==> src/rtl/fetch_pkg.sv <==
// ---------------------------------------------------------------------------
// fetch_pkg
// Shared constants and types for the branch fetch unit.
//   RESET_PC  : fetch address after reset
//   PC_STEP   : sequential fetch increment
//   NOP_INSTR : instruction word used for a squashed IF/ID slot
//   fetch_state_t : fetch FSM encoding (RUN=0, PENDING=1)
// ---------------------------------------------------------------------------
package fetch_pkg;

  localparam logic [31:0] RESET_PC  = 32'h0;
  localparam logic [31:0] PC_STEP   = 32'd4;
  localparam logic [31:0] NOP_INSTR = 32'h0;

  typedef enum logic {
    RUN     = 1'b0,
    PENDING = 1'b1
  } fetch_state_t;

  // Fetch addresses are word aligned; the low two bits of a target are dropped.
  function automatic logic [31:0] align_pc(input logic [31:0] addr);
    return addr & ~32'h3;
  endfunction

endpackage

==> src/rtl/branch_fetch_unit_if.sv <==
// ---------------------------------------------------------------------------
// branch_fetch_unit_if
// Signal bundle between the pipeline (master) and the fetch unit (slave).
//   master -> slave : control_hazard, branch_target, load_enable, imem_instr
//   slave -> master : pc, npc, ifid_instr, ifid_pc, ifid_valid,
//                     redirect_pending, redirect_count
// Handshake: there is no valid/ready pair. load_enable acts as the single
// "advance" qualifier: when 1 the fetch unit consumes imem_instr and the
// redirect request (if any) on that rising edge; when 0 it holds its state,
// except that a taken branch seen in RUN is captured for later.
// ---------------------------------------------------------------------------
interface branch_fetch_unit_if;

  logic        control_hazard;
  logic [31:0] branch_target;
  logic        load_enable;
  logic [31:0] imem_instr;

  logic [31:0] pc;
  logic [31:0] npc;
  logic [31:0] ifid_instr;
  logic [31:0] ifid_pc;
  logic        ifid_valid;
  logic        redirect_pending;
  logic [15:0] redirect_count;

  modport master (
    output control_hazard, branch_target, load_enable, imem_instr,
    input  pc, npc, ifid_instr, ifid_pc, ifid_valid,
           redirect_pending, redirect_count
  );

  modport slave (
    input  control_hazard, branch_target, load_enable, imem_instr,
    output pc, npc, ifid_instr, ifid_pc, ifid_valid,
           redirect_pending, redirect_count
  );

endinterface

==> src/rtl/sat_counter16.sv <==
// ---------------------------------------------------------------------------
// sat_counter16
// 16-bit up counter that sticks at 16'hFFFF instead of wrapping.
//   clk     : rising-edge clock
//   i_rst   : synchronous active-high reset (clears to 0)
//   i_en    : count enable
//   o_count : current count
// ---------------------------------------------------------------------------
module sat_counter16 (
  input  logic        clk,
  input  logic        i_rst,
  input  logic        i_en,
  output logic [15:0] o_count
);

  logic [15:0] r_count;

  always_ff @(posedge clk) begin
    if (i_rst) begin
      r_count <= 16'h0;
    end else if (i_en && (r_count != 16'hFFFF)) begin
      r_count <= r_count + 16'd1;
    end
  end

  assign o_count = r_count;

endmodule

==> src/rtl/branch_fetch_unit.sv <==
// ---------------------------------------------------------------------------
// branch_fetch_unit
// Instruction fetch stage with branch redirect and IF/ID register.
//   clk         : rising-edge clock
//   reset       : synchronous active-high reset
//   bus         : branch_fetch_unit_if.slave (hazard/stall/imem in,
//                 pc/npc/IF-ID/redirect status out)
//   o_dbg_state : current FSM state (RUN/PENDING)
// A taken branch arriving during a stall is parked in pending_target and
// applied on the next cycle with load_enable=1; later branches seen while
// parked are dropped (the first captured target wins).
// Build option: define BRANCH_DELAY_SLOT_EN to keep the instruction fetched
// alongside a redirect as a valid delay slot; otherwise that slot is squashed.
// ---------------------------------------------------------------------------
module branch_fetch_unit
  import fetch_pkg::*;
(
  input  logic                 clk,
  input  logic                 reset,
  branch_fetch_unit_if.slave   bus,
  output fetch_state_t         o_dbg_state
);

  fetch_state_t r_state;
  fetch_state_t w_state_next;

  logic [31:0] r_pc;
  logic [31:0] r_npc;
  logic [31:0] r_ifid_instr;
  logic [31:0] r_ifid_pc;
  logic        r_ifid_valid;
  logic [31:0] r_pending_target;
  logic        r_redirect_pending;

  logic        w_advance;     // plain sequential step
  logic        w_apply;       // redirect applied this edge
  logic        w_capture;     // park branch_target in pending_target
  logic [31:0] w_target;
  logic [31:0] w_redirect_pc;
  logic [15:0] w_count;

  // Next-state and step decode.
  always_comb begin
    w_state_next = r_state;
    w_advance    = 1'b0;
    w_apply      = 1'b0;
    w_capture    = 1'b0;
    w_target     = r_pending_target;
    case (r_state)
      RUN: begin
        if (bus.load_enable) begin
          if (bus.control_hazard) begin
            w_apply  = 1'b1;
            w_target = bus.branch_target;
          end else begin
            w_advance = 1'b1;
          end
        end else if (bus.control_hazard) begin
          w_capture    = 1'b1;
          w_state_next = PENDING;
        end
      end
      PENDING: begin
        // control_hazard is deliberately not looked at here.
        if (bus.load_enable) begin
          w_apply      = 1'b1;
          w_target     = r_pending_target;
          w_state_next = RUN;
        end
      end
      default: w_state_next = RUN;
    endcase
    w_redirect_pc = align_pc(w_target);
  end

  always_ff @(posedge clk) begin
    if (reset) begin
      r_state            <= RUN;
      r_pc               <= RESET_PC;
      r_npc              <= RESET_PC + PC_STEP;
      r_ifid_instr       <= NOP_INSTR;
      r_ifid_pc          <= 32'h0;
      r_ifid_valid       <= 1'b0;
      r_pending_target   <= 32'h0;
      r_redirect_pending <= 1'b0;
    end else begin
      r_state            <= w_state_next;
      r_redirect_pending <= (w_state_next == PENDING);
      if (w_capture) begin
        r_pending_target <= bus.branch_target;
      end
      if (w_advance) begin
        r_ifid_instr <= bus.imem_instr;
        r_ifid_pc    <= r_pc;
        r_ifid_valid <= 1'b1;
        r_pc         <= r_npc;
        r_npc        <= r_npc + PC_STEP;
      end else if (w_apply) begin
        r_pc  <= w_redirect_pc;
        r_npc <= w_redirect_pc + PC_STEP;
`ifdef BRANCH_DELAY_SLOT_EN
        r_ifid_instr <= bus.imem_instr;
        r_ifid_pc    <= r_pc;
        r_ifid_valid <= 1'b1;
`else
        // Squash the wrong-path fetch; ifid_pc keeps its last value.
        r_ifid_instr <= NOP_INSTR;
        r_ifid_valid <= 1'b0;
`endif
      end
    end
  end

  sat_counter16 u_redirect_cnt (
    .clk     (clk),
    .i_rst   (reset),
    .i_en    (w_apply),
    .o_count (w_count)
  );

  assign bus.pc               = r_pc;
  assign bus.npc              = r_npc;
  assign bus.ifid_instr       = r_ifid_instr;
  assign bus.ifid_pc          = r_ifid_pc;
  assign bus.ifid_valid       = r_ifid_valid;
  assign bus.redirect_pending = r_redirect_pending;
  assign bus.redirect_count   = w_count;
  assign o_dbg_state          = r_state;

endmodule

==> src/flat_wrapper.sv <==
// flat-port wrapper written by rule: the top's interface ports become plain ports
module branch_fetch_unit_flat import fetch_pkg::*;
  (clk, reset, o_dbg_state, bus_control_hazard, bus_branch_target, bus_load_enable, bus_imem_instr, bus_pc, bus_npc, bus_ifid_instr, bus_ifid_pc, bus_ifid_valid, bus_redirect_pending, bus_redirect_count);
  branch_fetch_unit_if bus_i ();
  input  logic clk;
  input  logic reset;
  output fetch_state_t o_dbg_state;
  input wire logic [$bits(bus_i.control_hazard)-1:0] bus_control_hazard;
  input wire logic [$bits(bus_i.branch_target)-1:0] bus_branch_target;
  input wire logic [$bits(bus_i.load_enable)-1:0] bus_load_enable;
  input wire logic [$bits(bus_i.imem_instr)-1:0] bus_imem_instr;
  output wire logic [$bits(bus_i.pc)-1:0] bus_pc;
  output wire logic [$bits(bus_i.npc)-1:0] bus_npc;
  output wire logic [$bits(bus_i.ifid_instr)-1:0] bus_ifid_instr;
  output wire logic [$bits(bus_i.ifid_pc)-1:0] bus_ifid_pc;
  output wire logic [$bits(bus_i.ifid_valid)-1:0] bus_ifid_valid;
  output wire logic [$bits(bus_i.redirect_pending)-1:0] bus_redirect_pending;
  output wire logic [$bits(bus_i.redirect_count)-1:0] bus_redirect_count;
  assign bus_i.control_hazard = bus_control_hazard;
  assign bus_i.branch_target = bus_branch_target;
  assign bus_i.load_enable = bus_load_enable;
  assign bus_i.imem_instr = bus_imem_instr;
  assign bus_pc = bus_i.pc;
  assign bus_npc = bus_i.npc;
  assign bus_ifid_instr = bus_i.ifid_instr;
  assign bus_ifid_pc = bus_i.ifid_pc;
  assign bus_ifid_valid = bus_i.ifid_valid;
  assign bus_redirect_pending = bus_i.redirect_pending;
  assign bus_redirect_count = bus_i.redirect_count;
  branch_fetch_unit u_core (.clk(clk), .reset(reset), .bus(bus_i), .o_dbg_state(o_dbg_state));
endmodule
==> config.mk <==
export PLATFORM = sky130hd
export DESIGN_NAME = branch_fetch_unit_flat
export DESIGN_NICKNAME = d
export VERILOG_FILES = /design/src/rtl/fetch_pkg.sv /design/src/rtl/branch_fetch_unit_if.sv /design/src/rtl/sat_counter16.sv /design/src/rtl/branch_fetch_unit.sv /design/src/flat_wrapper.sv
export SDC_FILE = /design/constraint.sdc
export NUM_CORES = 1
export LEC_CHECK = 0
export CAP_MARGIN = 10
export CORE_MARGIN = 2
export CORE_UTILIZATION = 50
export CTS_BUF_LIST = sky130_fd_sc_hd__clkbuf_16
export CTS_CLUSTER_SIZE = 10
export DETAILED_ROUTE_END_ITERATION = 10
export PLACE_DENSITY = 0.84
export SLEW_MARGIN = 5
export SYNTH_ARGS = -nofsm -noshare
export SYNTH_HDL_FRONTEND = slang
export SYNTH_HIERARCHICAL = 1
export SYNTH_SLANG_ARGS = --single-unit
==> constraint.sdc <==
create_clock -name clk -period 7.5 [get_ports clk]
set_input_delay 0.75 -clock clk [delete_from_list [all_inputs] [get_ports clk]]
set_output_delay 0.75 -clock clk [all_outputs]
set_load 0.01 [all_outputs]
==> results.json <==
{
  "die_w_um": 125,
  "start_util_pct": 51.0,
  "drv_slew": 0,
  "grt_first_pass_wirelength_um": 32200,
  "hold_buffers": 0,
  "vias": 6612,
  "viasPerCell": 5.52,
  "wl_per_cell_um": 16.4,
  "cts_root_buffer": "clkbuf_16",
  "finalClockSkew_ns": 0.00563,
  "path_max_fanout": 80,
  "cts_buffers": 17,
  "tightest_slew_ns": 1.20,
  "drt-initial-drc-count": 446,
  "async_flop_share_pct": 0,
  "drtAntennaViolNets": 0,
  "antenna_found_initial": 0,
  "numPortBuffers": 206,
  "clkLatencyLatePin_ns": 0.42,
  "synth_top_flop_cell": "dfxtp_1",
  "hold_class": "reg -> reg",
  "path_cells": "buf_2 -> buf_4 -> and2b_2 -> mux2_2 -> ha_1 -> nand3_1 -> nor4_1 -> nand3_1 -> xnor2_1 -> a211oi_1",
  "relSlewSlack_pct": 20.1,
  "netlist_area_mm2": 0.00735,
  "timing.setup.tns_ns": 0,
  "arrival_ns": 4.75,
  "dieArea_mm2": 0.0157,
  "grt_max_degree": 86,
  "ios": 215,
  "final_common_cell": "clkdlybuf4s50_1",
  "critical_path_buf_inv_count": 2,
  "htree_levels": 4,
  "start_kind": "input pin",
  "core_area_mm2": 0.0144,
  "gr-usage-all-layers_pct": 25.1,
  "synth.area.top_cells": "dfxtp_1 46%, nand2_1 7.2%, a21oi_1 6.3%",
  "drc": 0,
  "power.leakage_nw": 3.62,
  "ys_types": 52,
  "synth_warnings": 6,
  "fp-row-count": 44,
  "synth_top_area_share_pct": 46.3,
  "grt_pass1_vias": 6345,
  "setup_viol": 0,
  "placed_cells": 1167,
  "crit_type": "in -> reg",
  "cp_common_cell": "nand3_1",
  "synth_edf_count": 0,
  "first_pass_iters": 5,
  "syn_inst": 828,
  "cp.required_ns": 7.82,
  "cp_slowest_cell": "and2b_2",
  "layout-drive-gt1-share_pct": 8.68,
  "layout.cells.non_filler": 1198,
  "post-dp-hpwl_um": 13100,
  "maxCapViolations": 0,
  "final_cell_mix": "204 x clkdlybuf4s50_1, 170 x dfxtp_1, 141 x nand2_1",
  "max_freq_mhz": 225,
  "end_kind": "flip-flop",
  "max_stage_delay_ns": 0.97,
  "ys_seq_area_share_pct": 46.3,
  "fin_crit_sh_pct": 59.1,
  "ctsResizeCount": 0,
  "num_antenna_cells": 0,
  "postCtsSetupBuffers": 0,
  "worst_ir_drop_vdd_mv": 0.150,
  "die_y_um": 125,
  "clock_path_buffers": 2,
  "synth.avg_cell_area_um2": 8.88,
  "area_delta_synth_final_pct": 35.7,
  "clock_sinks": 170,
  "power_density_mw_per_mm2": 210,
  "gp_congestion": 0.802,
  "cts_tree": "done",
  "outcome": "finished clean",
  "clkSlewWorstSetupHoldPaths_ns": 0.06,
  "synth_top_area_cell": "dfxtp_1",
  "fin_nets": 1072,
  "rsz0062_at_grt": "no",
  "path_delay_family": "simple AND/OR/NAND/NOR gates",
  "finalCriticalPeriod_ns": 4.44,
  "grt_overflow_total": 0,
  "hold_viol_final": 0,
  "ys_seq_elements": 170,
  "drt-total-wl_um": 19600
}
-- routing by layer --
metal | GRT usage (%) | part of all wire [%] | up-vias
li1 | - | - | 3214
met2 | 41.8 | 49 | 233
met4 | 6.93 | 1.5 | 0
met1 | 31.5 | 42 | 3142
met5 | 0 | 0 | -
met3 | 7.74 | 7.4 | 23
-- stage by stage --
stage	cell area (µm²)	util (%)	power (W)	worst slack, ns	hold slack, ns
after floorplan	7370	-	0.00113	4.42	0.434
after global placement	9410	65.2	0.00126	2.80	0.434
after detailed placement	9410	65.2	0.00126	2.76	0.444
after CTS	9980	69.2	0.00211	3.16	0.452
after global routing	9980	69.2	0.00217	2.76	0.473
final	9980	69.2	0.00210	3.06	0.453
-- layout make-up --
class	count	area (µm²)
Inverter	5	18.8
Sequential cell	170	3400
Fill cell	1148	4450
Timing Repair Buffer	216	2130
Multi-Input combinational cell	592	3630
Clock inverter	14	141
Tap cell	184	230
Clock buffer	17	425
-- kinds of logic (layout without fill, tap and decap cells) --
logic type / count (synthesis) / count (layout) / share of synthesized area (%)
flops: 170 / 170 / 46.3
mux: 70 / 70 / 10.1
other cells: 1 / 6 / 0.0510
compound gates: 170 / 170 / 14.6
fa+ha+maj: 2 / 2 / 0.340
simple gates: 316 / 316 / 20.6
buf+inv: 71 / 252 / 4.71
xor+xnor: 28 / 28 / 3.34
-- sequential cells by signal, summed over array words and instances, names as in the netlist --
| name | count |
|---|---|
| u_core/bus.pc | 30 |
| u_core/r_pending_target | 30 |
| u_core/u_redirect_cnt/o_count | 16 |
| u_core/bus.npc | 30 |
| u_core/bus.ifid_instr | 32 |
| u_core/bus.ifid_pc | 30 |
| u_core/bus.ifid_valid | 1 |
| u_core/bus.redirect_pending | 1 |
-- report_power, final --
group	switching (W)	leakage, nW	internal, W
Sequential	0.0000269	1.39	0.000940
Combinational	0.000139	1.94	0.000138
Clock	0.000341	0.294	0.000512
-- worst reg2reg max path: cells and delay by family (launching register included) --
family                   cells  cell delay, ns
AND/OR/NAND/NOR              4            2.14
multiplexers                 1            0.41
flip-flops                   1            0.39
AO/OA/AOI/OAI                1            0.26
adder cells (fa/ha/maj)      1            0.23
XOR/XNOR                     1            0.17
-- cells in the mapped netlist (2+ instances only) --
cell and number:
dfxtp_1 170, nand2_1 141, a21oi_1 92, nor2_1 84, clkbuf_1 47, mux2i_1 39
a22o_1 32, mux2_2 31, a211oi_1 25, xnor2_1 14, xor2_1 14, nor3_1 13
buf_4 12, nand3_1 11, nor4_1 11, nand2b_1 8, o21ai_0 8, or4_1 7
o31ai_1 6, nand4_1 5, nor2b_1 5, or3_1 5, inv_1 4, nor4_2 4
or2_2 4, and4_1 3, buf_6 3, buf_1 2, ha_1 2, nand3b_1 2
nor4_4 2, o21a_1 2
-- path summary, 6_finish.rpt --
path,from,endpoint,slack (ns),cells after the start
worst max-delay path,bus_load_enable,u_core/bus.npc[18],3.06,10
worst min register to register,u_core/r_pending_target[2],u_core/r_pending_target[2],0.45,2
worst max register to register,u_core/bus.redirect_pending,u_core/bus.npc[18],3.81,8
worst min-delay path,u_core/r_pending_target[2],u_core/r_pending_target[2],0.45,2
Note: power is estimated with default switching activity, not from simulation.
